### src/rtl/alu_pkg.sv
// Shared opcode constants and FSM state encoding for the result selector.
package alu_pkg;

  localparam logic [2:0] OP_SOMA  = 3'd0;
  localparam logic [2:0] OP_SUB   = 3'd1;
  localparam logic [2:0] OP_MULTI = 3'd2;
  localparam logic [2:0] OP_DIV   = 3'd3;
  localparam logic [2:0] OP_AND   = 3'd4;
  localparam logic [2:0] OP_OR    = 3'd5;
  localparam logic [2:0] OP_XOR   = 3'd6;
  localparam logic [2:0] OP_RSVD  = 3'd7;

  typedef enum logic [1:0] {
    ST_IDLE = 2'd0,
    ST_WAIT = 2'd1,
    ST_HOLD = 2'd2
  } state_t;

  // True for opcodes whose result arrives later with a Done pulse.
  function automatic logic is_multicycle(input logic [2:0] op);
    return (op == OP_MULTI) || (op == OP_DIV);
  endfunction

endpackage

### src/rtl/alu_result_mux.sv
// Opcode-driven result selection; single-width results are zero-extended
// to 2W, double-width results pass straight through, reserved gives zero.
module alu_result_mux
  import alu_pkg::*;
#(
  parameter int W = 4
) (
  input  logic [2:0]     sel,
  input  logic [W-1:0]   soma,
  input  logic [W-1:0]   sub,
  input  logic [W-1:0]   andop,
  input  logic [W-1:0]   orop,
  input  logic [W-1:0]   xorop,
  input  logic [2*W-1:0] multi,
  input  logic [2*W-1:0] div,
  output logic [2*W-1:0] res
);

  // Pick the operation result named by sel.
  always_comb begin
    res = '0;
    case (sel)
      OP_SOMA:  res = {{W{1'b0}}, soma};
      OP_SUB:   res = {{W{1'b0}}, sub};
      OP_MULTI: res = multi;
      OP_DIV:   res = div;
      OP_AND:   res = {{W{1'b0}}, andop};
      OP_OR:    res = {{W{1'b0}}, orop};
      OP_XOR:   res = {{W{1'b0}}, xorop};
      default:  res = '0;
    endcase
  end

endmodule

### src/rtl/result_selector_reg.sv
// Captures one ALU result per request into a held output register with a
// valid/ready handshake. Multiply/divide results are waited for (bounded
// by TIMEOUT cycles); reserved opcodes and timeouts produce Err.
module result_selector_reg
  import alu_pkg::*;
#(
  parameter int W       = 4,
  parameter int TIMEOUT = 16
) (
  input  logic           Clk,
  input  logic           Rst_n,
  input  logic           Start,
  input  logic [2:0]     Sel,
  input  logic [W-1:0]   Soma,
  input  logic [W-1:0]   Sub,
  input  logic [W-1:0]   AndOp,
  input  logic [W-1:0]   OrOp,
  input  logic [W-1:0]   XorOp,
  input  logic [2*W-1:0] Multi,
  input  logic [2*W-1:0] Div,
  input  logic           MultiDone,
  input  logic           DivDone,
  input  logic           OutReady,
  output logic [2*W-1:0] Out,
  output logic           OutValid,
  output logic           Busy,
  output logic           Zero,
  output logic           Err
);

  // The wait counter counts completed WAIT cycles; the timeout fires on the
  // edge where it would reach TIMEOUT, i.e. after exactly TIMEOUT WAIT cycles.
  localparam logic [7:0] CNT_LAST = 8'(TIMEOUT - 1);

  state_t         state;
  logic [2:0]     op_q;
  logic [7:0]     cnt;
  logic [2:0]     mux_sel;
  logic [2*W-1:0] mux_res;
  logic           wait_done;

  // In WAIT the latched opcode steers the mux; otherwise the live Sel does.
  assign mux_sel   = (state == ST_WAIT) ? op_q : Sel;
  assign wait_done = (op_q == OP_MULTI) ? MultiDone : DivDone;

  alu_result_mux #(.W(W)) u_mux (
    .sel   (mux_sel),
    .soma  (Soma),
    .sub   (Sub),
    .andop (AndOp),
    .orop  (OrOp),
    .xorop (XorOp),
    .multi (Multi),
    .div   (Div),
    .res   (mux_res)
  );

  assign Busy = (state != ST_IDLE);
  assign Zero = OutValid && (Out == '0);

  // Request FSM with registered result, flags, wait counter and opcode latch.
  always_ff @(posedge Clk) begin
    if (!Rst_n) begin
      state    <= ST_IDLE;
      Out      <= '0;
      OutValid <= 1'b0;
      Err      <= 1'b0;
      cnt      <= '0;
      op_q     <= OP_SOMA;
    end else begin
      case (state)
        ST_IDLE: begin
          cnt <= '0;
          if (Start) begin
            if (is_multicycle(Sel)) begin
              op_q  <= Sel;
              state <= ST_WAIT;
            end else begin
              // Reserved opcode yields zero from the mux.
              Out      <= mux_res;
              Err      <= (Sel == OP_RSVD);
              OutValid <= 1'b1;
              state    <= ST_HOLD;
            end
          end
        end
        ST_WAIT: begin
          // A matching Done wins over a simultaneous timeout.
          if (wait_done) begin
            Out      <= mux_res;
            Err      <= 1'b0;
            OutValid <= 1'b1;
            cnt      <= '0;
            state    <= ST_HOLD;
          end else if (cnt == CNT_LAST) begin
            Out      <= '0;
            Err      <= 1'b1;
            OutValid <= 1'b1;
            cnt      <= '0;
            state    <= ST_HOLD;
          end else begin
            cnt <= cnt + 8'd1;
          end
        end
        ST_HOLD: begin
          cnt <= '0;
          if (OutValid && OutReady) begin
            OutValid <= 1'b0;
            state    <= ST_IDLE;
          end
        end
        default: begin
          state    <= ST_IDLE;
          OutValid <= 1'b0;
          cnt      <= '0;
        end
      endcase
    end
  end

endmodule

### config.mk
export PLATFORM = sky130hd
export DESIGN_NAME = result_selector_reg
export DESIGN_NICKNAME = d
export VERILOG_FILES = /design/src/rtl/alu_pkg.sv /design/src/rtl/alu_result_mux.sv /design/src/rtl/result_selector_reg.sv
export SDC_FILE = /design/constraint.sdc
export NUM_CORES = 1
export LEC_CHECK = 0
export ABC_AREA = 1
export BUFFER_PORTS_ARGS = -buffer_cell sky130_fd_sc_hd__buf_4
export CAP_MARGIN = 15
export CELL_PAD_IN_SITES_DETAIL_PLACEMENT = 0
export CELL_PAD_IN_SITES_GLOBAL_PLACEMENT = 1
export CORE_MARGIN = 2
export CORE_UTILIZATION = 35
export DETAILED_ROUTE_END_ITERATION = 10
export PLACE_DENSITY = 0.93
export SLEW_MARGIN = 25
export SYNTH_ARGS = -nofsm -noshare
export SYNTH_HDL_FRONTEND = slang
export SYNTH_SLANG_ARGS = --single-unit
### constraint.sdc
create_clock -name Clk -period 3.85 [get_ports Clk]
set_clock_uncertainty 0.2 [all_clocks]
set_input_delay 0.77 -clock Clk [delete_from_list [all_inputs] [get_ports Clk]]
set_output_delay 0.77 -clock Clk [all_outputs]
set_load 0.1 [all_outputs]
# After elaboration in Yosys (flattened, before gate mapping)
# Index checks and enable logic that the tools add are counted.
[op_classes] magnitude_cmp=0 eq_ne=17 n_bitwise=2 div_mod_pow=0 n_reduce_logical=13 multipliers=0 n_mux=24 n_addsub=1 shift=0
[ops] operator="$pmux W8 S7" count=1
[ops] operator="$mux W8" count=4
[ops] operator="$pmux W8 S2" count=1
[ops] operator="$eq A3 B2 Y1 const B" count=5
[ops] operator="$eq A3 B3 Y1 const B" count=4
[ops] operator="$mux W2" count=5
[ops] operator="$mux W1" count=9
[ops] operator="$add A8 B1 Y8 const B" count=1
[ops] operator="$eq A8 B4 Y1 const B" count=1
[ops] operator="$logic_not A8 Y1" count=1
[ops] operator="$reduce_and A4 Y1" count=2
[ops] operator="$ne A2 B2 Y1 const B" count=3
[ops] operator="$pmux W2 S3" count=1
[ops] operator="$reduce_and A3 Y1" count=2
[ops] operator="$reduce_bool A2 Y1" count=2
[ops] operator="$reduce_or A4 Y1" count=1
[ops] operator="$eq A3 B1 Y1 const B" count=1
[ops] operator="$logic_not A3 Y1" count=1
[ops] operator="$mux W3" count=1
[ops] operator="$ne A3 B2 Y1 const B" count=1
[ops] operator="$pmux W1 S3" count=1
[ops] operator="$eq A2 B1 Y1 const B" count=1
[ops] operator="$eq A2 B2 Y1 const B" count=1
[ops] operator="$logic_and A1 B1 Y1" count=2
[ops] operator="other kinds (4)" count=5
[word_totals] register_bits=23 output_inout_bits=12 latch_bits=0 in_bits=45 romBits=0 mem_bits_rw=0 elab_cells=63 n_memories=0

# Longest topological paths before layout
[logic_depth] depth_word=7 ltp_mapped=11 mapped_depth_nobuf=11

# By module
# A second synthesis with hierarchy kept.
[unflattened] cells_unflattened=214 area_unflattened_um2=1465.2
[modules_own_cells] mod="result_selector_reg" seq_area_each_um2=460.4 n_inst=1 cells_per_inst=134 area_each_um2=1048.5
[modules_own_cells] mod="alu_result_mux" seq_area_each_um2=0.0 n_inst=1 cells_per_inst=80 area_each_um2=416.6

# Worst setup path before layout
# No wires, ideal clock.
[synth_timing] kind="register to output" from="register OutValid" to="output port Zero" t_required_ps=2880 path_stages_with_launch=5 setup_slack_ps=-1167 t_arrival_ps=4047 path_buffers=0 path_cell_list="dfxtp_1 inv_1 nor2_1 nand2_1 nor4_1"
[synth_via] elab_chain_len=1
[synth_lines] element="start, declared" line="result_selector_reg.sv:25" rtl="output logic OutValid,"
[synth_lines] element="start signal, assigned" line="result_selector_reg.sv:66" rtl="OutValid <= 1'b0;"
[synth_lines] element="start signal, assigned" line="result_selector_reg.sv:82" rtl="OutValid <= 1'b1;"
[synth_lines] element="start signal, assigned" line="result_selector_reg.sv:92" rtl="OutValid <= 1'b1;"
[synth_lines] element="$logic_and A1 B1 Y1" line="result_selector_reg.sv:59" rtl="assign Zero = OutValid && (Out == '0);"
[synth_lines] element="end, declared" line="result_selector_reg.sv:27" rtl="output logic Zero,"
# Every way passes these cells.

# Worst setup path after layout
[layout_timing] from="register Out[6]" to="output port Zero"
[layout_via] elab_chain_len=2
[layout_lines] element="start, declared" line="result_selector_reg.sv:24" rtl="output logic [2*W-1:0] Out,"
[layout_lines] element="start signal, assigned" line="result_selector_reg.sv:80" rtl="Out <= mux_res;"
[layout_lines] element="start signal, assigned" line="result_selector_reg.sv:90" rtl="Out <= mux_res;"
[layout_lines] element="$logic_not A8 Y1" line="result_selector_reg.sv:59"
[layout_lines] element="$logic_and A1 B1 Y1" line="result_selector_reg.sv:59"
# Every way passes these cells.

==> reports/qor.txt <==
RUN STATUS
---------------------------------------------------------------------------------
Run status                                                              completed

PLACED DESIGN
---------------------------------------------------------------------------------
Global placement routability congestion                                     0.791
Port bufs                                                                      56
Half-perimeter wire length after placement                                3.01 mm

POWER AND IR DROP
---------------------------------------------------------------------------------
Cell internal pwr                                                        0.394 mW
Sw Pwr                                                                   0.244 mW
Power density over the cells                                          316 nW/um^2
Clock share of power                                                        0.223
Reported leakage power                                                   0.945 nW
Peak supply drop                                                           174 uV
Switching part of the total power                                           0.382
Sequential Power Share                                                      0.406
Logic gate share of total power                                             0.372

ROUTE
---------------------------------------------------------------------------------
Avg WL per Cell                                                           11.9 um
Vias after detailed routing                                                  1623
Via/cell ratio                                                               4.95
Number of nets still failing antenna checks after routing                       0
DRC Markers                                                                     0
Violation count after the first detailed-routing iteration                     66
Number of optimization iterations in the first detailed-route pass              4
Final wirelength                                                          3.89 mm

FINISH
---------------------------------------------------------------------------------
Synth-to-Final Area Change                                                  28.5%
Antenna diode instance count                                                    0
Most common cell after layout, fill and taps aside                   sky130_fd_sc_hd__buf_4
Highest-count cells in the layout ignoring fill and taps             sky130_fd_sc_hd__buf_4, sky130_fd_sc_hd__nand2_1, sky130_fd_sc_hd__inv_1, sky130_fd_sc_hd__nand4_1, sky130_fd_sc_hd__nor2_1
Share of cells above drive strength 1                                       0.308
Number of nets in the layout                                                  323

CLOCK TREE
---------------------------------------------------------------------------------
Clock Sink Count                                                               23
Clock Latency Late Sink                                                   0.26 ns
TritonCTS clock tree                                                        built
Quantity of hold-fixing buffers added after cts                                 0
Root Driver                                                          sky130_fd_sc_hd__clkbuf_8
Register clock-pin slew on the reported worst setup and hold paths        0.08 ns
Worst-case clock buffer depth                                                   2
Number of buffers created by CTS                                                3
Setup repair bufs after CTS                                                     0
Maximum level of the CTS H-tree                                                 1
# resized after CTS                                                             0

STA
---------------------------------------------------------------------------------
Hold Violations, Final                                                          0
Unrepaired setup endpoints after global routing                             false
Time the final worst path needs with I/O delays and setup                 2.41 ns
Post-route fraction of the period consumed by the critical path             0.625
F_max                                                                     416 MHz
Max-slew violation count                                                        0
Measured slew at the worst slew-check pin                                0.560 ns
Total negative slack for setup checks                                        0 ns
Final Setup Violations                                                          0
Worst hold slack                                                         0.272 ns
Max-slew headroom                                                           0.627

FLOORPLAN
---------------------------------------------------------------------------------
Number of I/O pins                                                             57
Die area                                                                5040 um^2
Starting density of the core                                                0.363
Core footprint                                                          4320 um^2
Die width                                                                 71.0 um
Std-Cell Rows                                                                  24
Die Height                                                                71.0 um

CRITICAL PATH
---------------------------------------------------------------------------------
Type of the worst setup path                                           reg -> out
Data arrival time of the worst path                                       1.44 ns
Startpoint Class                                                             flop
CP max FO                                                                       3
Critical path required time                                               2.88 ns
Setup crit end kind                                                    output pin
Path depth of the worst reg2reg path                                            7

SYNTHESIS
---------------------------------------------------------------------------------
Avg Cell Area, Syn                                                      6.98 um^2
Count of cell types in the netlist                                             34
Register area share after synthesis                                         0.293
Most used flip-flop cell after synthesis                             sky130_fd_sc_hd__dfxtp_1
Synth warnings                                                                  0
Seq cells post-synth                                                           23
Fraction of post-synthesis cell area in the top cell type by area           0.293
Number of flops mapped to enable cells by yosys                                 0
Area of the mapped netlist                                              1570 um^2
Largest area contributor in the netlist                              sky130_fd_sc_hd__dfxtp_1
Share of flip-flops with an asynchronous set or reset                           0
Synthesized netlist cell count                                                225
Net Count, Synth                                                              271
Most area-consuming cells after synthesis                            sky130_fd_sc_hd__dfxtp_1, sky130_fd_sc_hd__nand2_1, sky130_fd_sc_hd__nand4_1

GRT
---------------------------------------------------------------------------------
Pin count of the biggest net entering global routing                           18
Antenna violations before repair                                                0
Vias in the first global route                                               1433
Residual overflow from global routing                                           0
Aggregate global-route resource usage                                       0.150
First-pass GRT wire length                                                6.33 mm

WORST HOLD PATH
---------------------------------------------------------------------------------
Hold/Removal Path Class                                                reg -> reg
Number of instances on the worst hold path                                      1

RUN
---------------------------------------------------------------------------------
# Max-Cap Violations                                                            0

==> state kept, by name (all words and copies together) (netlist names) <==
register	cells
OutValid	1
state	2
cnt	8
Out	8
Err	1
op_q	3
==> kinds of logic (layout without fill, tap and decap cells) <==
kind of cell	after synthesis	after routing	synth area share
simple gates	132	132	0.441
buf+inv	39	90	0.129
flops	23	23	0.293
compound gates	27	27	0.112
fa+ha+maj	1	1	0.00797
xor+xnor	3	3	0.0167
==> through the flow <==
step           worst slack, ns  cell area, um^2  power [mW]  utilization  instances
4_1_cts                   1.41             2020       0.646        0.467        328
2_1_floorplan           0.0121             1580       0.442            -        225
5_1_grt                   1.29             2020       0.670        0.467        328
3_5_place_dp              1.66             1970       0.502        0.456        324
3_3_place_gp              1.72             1970       0.501        0.456        324
6_report                  1.44             2020       0.638        0.467        328
==> worst max-delay path, cell delays in order (launching register included) <==
cell and delay, ns:
sky130_fd_sc_hd__dfxtp_1 0.33, sky130_fd_sc_hd__nor4_1 0.29, sky130_fd_sc_hd__nand2_1 0.10, sky130_fd_sc_hd__nor4_2 0.14, sky130_fd_sc_hd__buf_4 0.33
==> worst paths after layout <==
kind	start	endpoint	slack, ns
min	cnt[0]	cnt[0]	0.27
min reg2reg	cnt[0]	cnt[0]	0.27
max reg2reg	state[0]	Out[3]	1.78
max	Out[6]	Zero	1.44
==> cells in the mapped netlist (2+ instances only) <==
| library cell | instances |
|---|---|
| sky130_fd_sc_hd__a21oi_1 | 11 |
| sky130_fd_sc_hd__a21oi_2 | 4 |
| sky130_fd_sc_hd__buf_4 | 2 |
| sky130_fd_sc_hd__buf_6 | 5 |
| sky130_fd_sc_hd__dfxtp_1 | 23 |
| sky130_fd_sc_hd__inv_1 | 27 |
| sky130_fd_sc_hd__inv_2 | 3 |
| sky130_fd_sc_hd__nand2_1 | 49 |
| sky130_fd_sc_hd__nand2_2 | 4 |
| sky130_fd_sc_hd__nand2_4 | 2 |
| sky130_fd_sc_hd__nand3_1 | 10 |
| sky130_fd_sc_hd__nand3_2 | 2 |
| sky130_fd_sc_hd__nand3_4 | 2 |
| sky130_fd_sc_hd__nand4_1 | 26 |
| sky130_fd_sc_hd__nor2_1 | 25 |
| sky130_fd_sc_hd__nor3_1 | 4 |
| sky130_fd_sc_hd__nor4_1 | 2 |
| sky130_fd_sc_hd__o21ai_0 | 4 |
| sky130_fd_sc_hd__o22ai_1 | 4 |
| sky130_fd_sc_hd__xor2_1 | 2 |
==> power groups by stage <==
| stage | Sequential, mW | Combinational [mW] | Clock (mW) |
|---|---|---|---|
| after floorplan | 0.313 | 0.130 | 0 |
| after global placement | 0.264 | 0.237 | 0 |
| after detailed placement | 0.264 | 0.238 | 0 |
| after CTS | 0.259 | 0.239 | 0.149 |
| after global routing | 0.260 | 0.255 | 0.155 |
| final | 0.259 | 0.237 | 0.142 |
==> final cells by class <==
type | count | area (um^2)
timing repair buffer | 56 | 420
clock buffer | 3 | 41.3
tap | 52 | 65.1
clock inverter | 1 | 5.00
fill | 469 | 2310
multi-input combinational | 163 | 913
inverter | 30 | 113
sequential | 23 | 460
==> routing by layer <==
layer / wire, um / GRT usage
met1: 1770 / 0.199
met2: 1850 / 0.258
met3: 254 / 0.0214
met4: 14 / 0.0377
met5: 0 / 0
No activity file was read; power rests on OpenSTA's default activity.
